[src/rtl/ahb_mtx_pkg.sv]
// rtl/ahb_mtx_pkg.sv - shared AHB encodings and field widths for the bus matrix
package ahb_mtx_pkg;

  localparam int SIZE_W  = 3;
  localparam int BURST_W = 3;
  localparam int PROT_W  = 4;

  typedef enum logic [1:0] {
    HTRANS_IDLE   = 2'b00,
    HTRANS_BUSY   = 2'b01,
    HTRANS_NONSEQ = 2'b10,
    HTRANS_SEQ    = 2'b11
  } htrans_e;

  typedef enum logic [2:0] {
    HBURST_SINGLE = 3'b000,
    HBURST_INCR   = 3'b001,
    HBURST_WRAP4  = 3'b010,
    HBURST_INCR4  = 3'b011,
    HBURST_WRAP8  = 3'b100,
    HBURST_INCR8  = 3'b101,
    HBURST_WRAP16 = 3'b110,
    HBURST_INCR16 = 3'b111
  } hburst_e;

  typedef enum logic [1:0] {
    HRESP_OKAY  = 2'b00,
    HRESP_ERROR = 2'b01
  } hresp_e;

  // NONSEQ and SEQ both carry a real transfer; IDLE and BUSY do not.
  function automatic logic is_xfer(input logic [1:0] trans);
    return trans[1];
  endfunction

endpackage

[src/rtl/ahb_mtx_hold_reg.sv]
// rtl/ahb_mtx_hold_reg.sv - held address-phase register bank with live/held output mux
module ahb_mtx_hold_reg
  import ahb_mtx_pkg::*;
#(
  parameter int ADDR_W = 32
) (
  input  logic                HCLK,
  input  logic                HRESETn,
  input  logic                load,
  input  logic                pend,
  input  logic [ADDR_W-1:0]   addr,
  input  logic [1:0]          trans,
  input  logic                write,
  input  logic [SIZE_W-1:0]   size,
  input  logic [BURST_W-1:0]  burst,
  input  logic [PROT_W-1:0]   prot,
  input  logic                mastlock,
  output logic [ADDR_W-1:0]   mux_addr,
  output logic [1:0]          mux_trans,
  output logic                mux_write,
  output logic [SIZE_W-1:0]   mux_size,
  output logic [BURST_W-1:0]  mux_burst,
  output logic [PROT_W-1:0]   mux_prot,
  output logic                mux_mastlock
);

  logic [ADDR_W-1:0]  held_addr;
  logic [1:0]         held_trans;
  logic               held_write;
  logic [SIZE_W-1:0]  held_size;
  logic [BURST_W-1:0] held_burst;
  logic [PROT_W-1:0]  held_prot;
  logic               held_mastlock;

  // Capture the stalled address phase only on the cycle it is refused.
  always_ff @(posedge HCLK or negedge HRESETn) begin
    if (!HRESETn) begin
      held_addr     <= '0;
      held_trans    <= '0;
      held_write    <= 1'b0;
      held_size     <= '0;
      held_burst    <= '0;
      held_prot     <= '0;
      held_mastlock <= 1'b0;
    end else if (load) begin
      held_addr     <= addr;
      held_trans    <= trans;
      held_write    <= write;
      held_size     <= size;
      held_burst    <= burst;
      held_prot     <= prot;
      held_mastlock <= mastlock;
    end
  end

  // While pending the arbiters must see the captured transfer, not the master's current bus.
  always_comb begin
    mux_addr     = pend ? held_addr     : addr;
    mux_trans    = pend ? held_trans    : trans;
    mux_write    = pend ? held_write    : write;
    mux_size     = pend ? held_size     : size;
    mux_burst    = pend ? held_burst    : burst;
    mux_prot     = pend ? held_prot     : prot;
    mux_mastlock = pend ? held_mastlock : mastlock;
  end

endmodule

[src/rtl/ahb_mtx_input_hold_stage.sv]
// rtl/ahb_mtx_input_hold_stage.sv - per-master input hold stage; AHB_MTX_WAIT_CNT_EN adds wait_cnt_o
module ahb_mtx_input_hold_stage
  import ahb_mtx_pkg::*;
#(
  parameter int ADDR_W = 32
) (
  input  logic                HCLK,
  input  logic                HRESETn,
  input  logic                HSELS,
  input  logic [ADDR_W-1:0]   HADDRS,
  input  logic [1:0]          HTRANSS,
  input  logic                HWRITES,
  input  logic [SIZE_W-1:0]   HSIZES,
  input  logic [BURST_W-1:0]  HBURSTS,
  input  logic [PROT_W-1:0]   HPROTS,
  input  logic                HMASTLOCKS,
  input  logic                HREADYS,
  input  logic                active_in,
  input  logic                readyout_in,
  input  logic [1:0]          resp_in,
  output logic                HREADYOUTS,
  output logic [1:0]          HRESPS,
  output logic                req_o,
  output logic                sel_o,
  output logic [ADDR_W-1:0]   addr_o,
  output logic [1:0]          trans_o,
  output logic                write_o,
  output logic [SIZE_W-1:0]   size_o,
  output logic [BURST_W-1:0]  burst_o,
  output logic [PROT_W-1:0]   prot_o,
  output logic                mastlock_o
`ifdef AHB_MTX_WAIT_CNT_EN
  ,
  output logic [15:0]         wait_cnt_o
`endif
);

  logic pend;
  logic data_phase;
  logic new_tran;
  logic load;
  logic accept;

  assign new_tran = HSELS & HREADYS & is_xfer(HTRANSS);
  assign load     = ~pend & new_tran & ~active_in;
  assign accept   = active_in & (pend | new_tran);

  // Pending flag: set when a new transfer is refused, cleared when the arbiter finally takes it.
  always_ff @(posedge HCLK or negedge HRESETn) begin
    if (!HRESETn) begin
      pend <= 1'b0;
    end else if (load) begin
      pend <= 1'b1;
    end else if (pend && active_in) begin
      pend <= 1'b0;
    end
  end

  // Data phase tracks an accepted address until the granted port signals completion.
  always_ff @(posedge HCLK or negedge HRESETn) begin
    if (!HRESETn) begin
      data_phase <= 1'b0;
    end else if (accept) begin
      data_phase <= 1'b1;
    end else if (data_phase && readyout_in) begin
      data_phase <= 1'b0;
    end
  end

  ahb_mtx_hold_reg #(
    .ADDR_W(ADDR_W)
  ) u_hold (
    .HCLK         (HCLK),
    .HRESETn      (HRESETn),
    .load         (load),
    .pend         (pend),
    .addr         (HADDRS),
    .trans        (HTRANSS),
    .write        (HWRITES),
    .size         (HSIZES),
    .burst        (HBURSTS),
    .prot         (HPROTS),
    .mastlock     (HMASTLOCKS),
    .mux_addr     (addr_o),
    .mux_trans    (trans_o),
    .mux_write    (write_o),
    .mux_size     (size_o),
    .mux_burst    (burst_o),
    .mux_prot     (prot_o),
    .mux_mastlock (mastlock_o)
  );

  // Master-facing handshake: stall while pending, else mirror the granted port's data phase.
  always_comb begin
    req_o  = pend | new_tran;
    sel_o  = pend | (HSELS & HREADYS);
    HRESPS = data_phase ? resp_in : HRESP_OKAY;
    if (pend) begin
      HREADYOUTS = 1'b0;
    end else if (data_phase) begin
      HREADYOUTS = readyout_in;
    end else begin
      HREADYOUTS = 1'b1;
    end
  end

`ifdef AHB_MTX_WAIT_CNT_EN
  logic [15:0] wait_cnt;

  // Counts stall cycles of the current pending transfer, saturating, cleared on grant.
  always_ff @(posedge HCLK or negedge HRESETn) begin
    if (!HRESETn) begin
      wait_cnt <= '0;
    end else if (pend && active_in) begin
      wait_cnt <= '0;
    end else if (pend && (wait_cnt != 16'hFFFF)) begin
      wait_cnt <= wait_cnt + 16'd1;
    end
  end

  assign wait_cnt_o = wait_cnt;
`endif

endmodule

[config.mk]
export PLATFORM = sky130hd
export DESIGN_NAME = ahb_mtx_input_hold_stage
export DESIGN_NICKNAME = d
export VERILOG_FILES = /design/src/rtl/ahb_mtx_pkg.sv /design/src/rtl/ahb_mtx_hold_reg.sv /design/src/rtl/ahb_mtx_input_hold_stage.sv
export SDC_FILE = /design/constraint.sdc
export NUM_CORES = 1
export LEC_CHECK = 0
export ABC_CLOCK_PERIOD_IN_PS = 2500
export CORE_AREA = 2 2 92 72
export CTS_BUF_LIST = sky130_fd_sc_hd__clkbuf_16
export CTS_CLUSTER_DIAMETER = 150
export CTS_CLUSTER_SIZE = 12
export DETAILED_ROUTE_END_ITERATION = 10
export DIE_AREA = 0 0 94 74
export PLACE_DENSITY_LB_ADDON = 0.15
export SYNTH_ARGS = -nofsm -noshare
export SYNTH_HDL_FRONTEND = slang
export SYNTH_HIERARCHICAL = 1
export SYNTH_SLANG_ARGS = --single-unit
[constraint.sdc]
create_clock -name HCLK -period 2.5 [get_ports HCLK]
set_clock_uncertainty 0.15 [all_clocks]
set_input_delay 0.25 -clock HCLK [delete_from_list [all_inputs] [get_ports HCLK]]
set_output_delay 0.25 -clock HCLK [all_outputs]
set_load 0.01 [all_outputs]
Yosys cells after proc, flatten, opt, wreduce, memory -nomap -nowiden
Cells that the tools add are included.
- register bits: 48
- input bits: 54
- output and inout port bits: 51
- word-level logic and storage cells: 36
- mux-type cells: 14
- bitwise gates (word level): 9
- reduce and logical (&&, ||, !) cells: 4
- operators with widths (cell ; number):
    two-way mux 32 bit ; 1
    two-way mux 1 bit ; 8
    two-way mux 3 bit ; 2
    AND 1 bit ; 5
    two-way mux 2 bit ; 2
    two-way mux 4 bit ; 1
    nonzero test 2 bit ; 2
    logical AND 1 bit ; 2
    NOT 1 bit ; 2
    bitwise OR 1 bit ; 2

Longest topological paths before layout
Gate-level depths: netlist of run 1.
- word-level depth: 5
- depth in mapped cells: 5
- depth with buffers taken out: 3

Hierarchy
Netlist of run 1, hierarchy kept.
- modules (own cells, without submodules) (module ; instances ; cells each ; area an instance (um^2) ; sequential area each (um^2)):
    ahb_mtx_hold_reg ; 1 ; 148 ; 2670.1 ; 1151.1
    ahb_mtx_input_hold_stage ; 1 ; 14 ; 128.9 ; 50.0

Worst setup path before layout of run 1
Ideal clock, no wire load.
- kind: reg2reg
- from: register pend
- to: register u_hold.held_addr[0]
- data arrival time: 1.273 ns
- data required time: 2.225 ns
- setup slack: 0.951 ns
- stages on the path, launching flop included: 5
- buffers on the path: 2
- period minus slack after synthesis: 1.549 ns
- cell sequence: dfrtp_1 -> nor3_1 -> buf_6 -> buf_12 -> mux2_4
- cells in the longest elaborated chain, start to end: 3
- RTL lines (element ; RTL line ; RTL):
    start, declared ; ahb_mtx_input_hold_stage.sv:38 ; logic pend;
    start signal, assigned ; ahb_mtx_input_hold_stage.sv:51 ; pend <= 1'b0;
    start signal, assigned ; ahb_mtx_input_hold_stage.sv:53 ; pend <= 1'b1;
    start signal, assigned ; ahb_mtx_input_hold_stage.sv:55 ; pend <= 1'b0;
    NOT 1 bit ; ahb_mtx_input_hold_stage.sv:45 ; assign load = ~pend & new_tran & ~active_in;
    AND 1 bit (2 in series) ; ahb_mtx_input_hold_stage.sv:45 ;
    via load ; ahb_mtx_input_hold_stage.sv:41 ; logic load;
    end signal, assigned ; ahb_mtx_hold_reg.sv:46 ; held_addr <= addr;
    end, declared ; ahb_mtx_hold_reg.sv:27 ; logic [ADDR_W-1:0] held_addr;
The timed path passes the listed nets, and every way through them passes these cells.
A chain may end at the register's enable or synchronous reset.

Worst setup path in the final report of run 1
- from: register pend
- to: output port addr_o[11]
- cells in the longest elaborated chain, start to end: 1
- RTL lines (element ; RTL line ; RTL):
    two-way mux 32 bit ; ahb_mtx_hold_reg.sv:58 ; mux_addr = pend ? held_addr : addr;
    end, declared ; ahb_mtx_input_hold_stage.sv:25 ; output logic [ADDR_W-1:0] addr_o,
Every way passes these cells.

==> summary.txt, run 1 <==
Synth
  – Yosys reg bits: 48
  – Ys Warns: 6
  – Simple-gate area share of the yosys netlist: 0.00939
  – Area fraction in compound gates after synthesis: 0.0148
  – Main combinational cell family by area after synthesis: multiplexers
  – Count of different cell masters after synthesis: 14
  – Mux cell area share after synthesis: 0.477
  – Post-synthesis xor/xnor area fraction: 0
  – Mapped Area: 2800 sq um
  – Syn Inst Count: 162
  – Mean Syn Cell Area: 17.3 sq um
  – Syn nets: 216
  – Seq/Total Area, Yosys: 0.429
  – Synth Area in Adders: 0

Layout
  – Layout area overhead: 42.3%
  – Non-Filler Instances: 352
  – Layout cell share with drive strength beyond 1: 0.410
  – Diode count: 0
  – Fin util: 0.653
  – Nets: 324

Placed design
  – HPWL Detailed: 3980 um
  – Pre-CTS setup slack: 0.382 ns
  – Post-placement cell count: 343
  – Routability cong.: 0.687
  – Port Buffers: 104

Power and ir drop
  – NetSw: 0.000591 W
  – Cell-internal power: 0.00185 W
  – Reg power frac: 0.435
  – Combinational Power Share: 0.298
  – VDD IR max: 288 uV
  – Power per Cell Area: 612 nW/um^2
  – Clock network power share: 0.267
  – Sw Share: 0.242
  – Leakage: 1.74 nW

STA
  – Max Slew Vio Count: 0
  – Final Worst Setup Slack: 0.154 ns
  – Final Critical Period: 2.35 ns
  – Final period utilization: 0.938
  – RSZ-0062 raised after global routing: false
  – Worst slew margin: 0.658
  – Fin. Hold Viols: 0
  – Fin Hold WS: 0.324 ns
  – # setup viols final: 0
  – Setup TNS: 0 ns
  – Max Fclk: 426 MHz
  – Worst Max-Slew Pin Slew: 0.513 ns

Critical path
  – Slowest-stage cell, CP: dfrtp_2
  – Crit end category: primary output
  – Critical path buffers and inverters: 2
  – CP delay by family, top: buffers and inverters
  – Worst-path fanout max: 13
  – Worst path cell trace: buf_4, mux2_4, clkdlybuf4s50_1
  – CP Data Required Time: 2.10 ns
  – Arr. time, crit path: 1.95 ns
  – Critical path's largest stage delay: 0.54 ns
  – Startpoint Class: register
  – CP Class: register to primary output

GRT
  – Global routing usage on met2: 0.248
  – GR Util met3: 0.0375
  – First-pass GRT wire length: 8690 um
  – Total congestion overflow: 0
  – Largest net degree at the start of global routing: 33
  – Total GRT Usage: 0.160
  – Initial antenna violation count: 0
  – GRT met1 Usage: 0.232
  – Vias in the first global route: 1723
  – Most used routing layer: met2

Route
  – Number of remaining DRC errors: 0
  – DR vias: 1662
  – Post-route ant nets: 0
  – Routed wire length: 5530 um
  – Avg WL per Cell: 15.7 um
  – DR pass1 iterations: 4
  – Vias per Instance: 4.72
  – Initial DRC count: 54

CTS
  – CTS Buf Count: 5
  – CTS H-tree depth: 2
  – Clk Latency, worst-skew pair: 0.28 ns
  – CTS root buf: clkbuf_16
  – Clock Sinks: 48
  – TritonCTS clock tree: yes
  – Clk slew on worst S/H paths: 0.06 ns
  – Bufs on Longest Clock Path: 2

Min path
  – Worst Hold Class: input port to asynchronous set/reset pin

Die
  – Chip Width: 94 um
  – Chip height: 74 um
  – Die area: 6960 sq um
  – FP Rows: 25
  – I/O pin total: 105
  – Initial Utilization: 0.459
  – Core area: 6100 sq um

Status
  – Status: finished clean

Flow run
  – Maxcap violations: 0
## sequential cells by signal, summed over array words and instances (netlist names)
register,flops
pend,1
u_hold/held_prot,4
data_phase,1
u_hold/held_addr,32
u_hold/held_burst,3
u_hold/held_size,3
u_hold/held_mastlock,1
u_hold/held_write,1
u_hold/held_trans,2
## power groups by stage
stage	registers, W	logic [W]	clock network (W)
floorplan	0.00104	0.000467	0
global placement	0.00107	0.000720	0
global route	0.00108	0.000777	0.000706
detailed placement	0.00107	0.000730	0
finish	0.00106	0.000727	0.000650
CTS	0.00106	0.000737	0.000673
## cell families (layout without fill, tap and decap cells)
logic type	Yosys count	in the layout
AOI/OAI and AO/OA	4	4
buffers and inverters	13	122
DFF	48	48
muxes	92	92
and+or+nand+nor	5	5
## path summary, 6_finish.rpt
kind                       depth (start not counted)                 start  slack, ns              endpoint
max                                                3                  pend       0.15            addr_o[11]
min                                                2               HRESETn       0.32   u_hold/held_addr[3]
max reg2reg                                        3                  pend       0.70  u_hold/held_trans[1]
min reg2reg                                        1  u_hold/held_burst[2]       0.36  u_hold/held_burst[2]
max in group asynchronous                          3               HRESETn       1.28  u_hold/held_burst[1]
min in group HCLK                                  1  u_hold/held_burst[2]       0.36  u_hold/held_burst[2]
## through the flow
stage,cell area [sq um],total power (W)
final,3980,0.00244
after global routing,3980,0.00257
after CTS,3980,0.00247
after detailed placement,3830,0.00180
after global placement,3830,0.00179
after floorplan,2800,0.00151
## cells in the mapped netlist
cell type	number	area, sq um
mux2_4	80	1200
dfrtp_1	48	1200
mux2_2	12	135
buf_12	8	160
inv_1	3	11.3
and2_1	2	12.5
buf_6	2	22.5
a21o_2	1	8.76
a21oi_1	1	5.00
a31oi_2	1	12.5
nand3_1	1	5.00
nor2_1	1	3.75
nor3_1	1	5.00
o2bb2ai_2	1	15.0
## cell type report
type / count / area [sq um]
clock inverter: 3 / 18.8
timing repair buffer: 111 / 1120
tap: 81 / 101
sequential: 48 / 1200
clock buffer: 5 / 125
inverter: 3 / 11.3
fill: 483 / 2120
multi-input combinational: 101 / 1410
## timing repair
item | in CTS | in global routing
hold endpoints to repair | 21 | 0
gates resized for setup | 0 | 0
hold buffers | 1 | 0
setup buffers | 0 | 0
## worst register-to-register path, stage by stage, from the launching register on
cell and delay (ns):
dfrtp_2 0.52, nor3_2 0.32, buf_4 0.33, mux2_2 0.37
## cell usage in the layout, fill, tap and decap left out
cell,count
nor3_2,1
mux2_4,80
dfrtp_2,1
a21o_2,1
a21oi_1,1
buf_4,4
nor2_1,1
buf_12,2
clkbuf_16,5
buf_2,1
o2bb2ai_2,1
dlygate4sd3_1,1
clkinvlp_4,2
dfrtp_1,47
and2_1,2
clkinv_1,1
inv_1,3
a31oi_2,1
nand3_1,1
clkdlybuf4s50_1,103
mux2_2,12
## per-layer routing
metal  up-vias  wire (um)  part of all wire
met2        49       2570              0.46
met3         5        270             0.049
met4         0         38            0.0069
li1        801          -                 -
met5         -          0                 0
met1       807       2660              0.48
(Power assumes the default switching activity.)
==> run 2, diff against run 1 <==
TNS_END_PERCENT = 5   (was default)
==> results of run 2 <==
Final layout, timing and power as in run 1 (identical DEF).
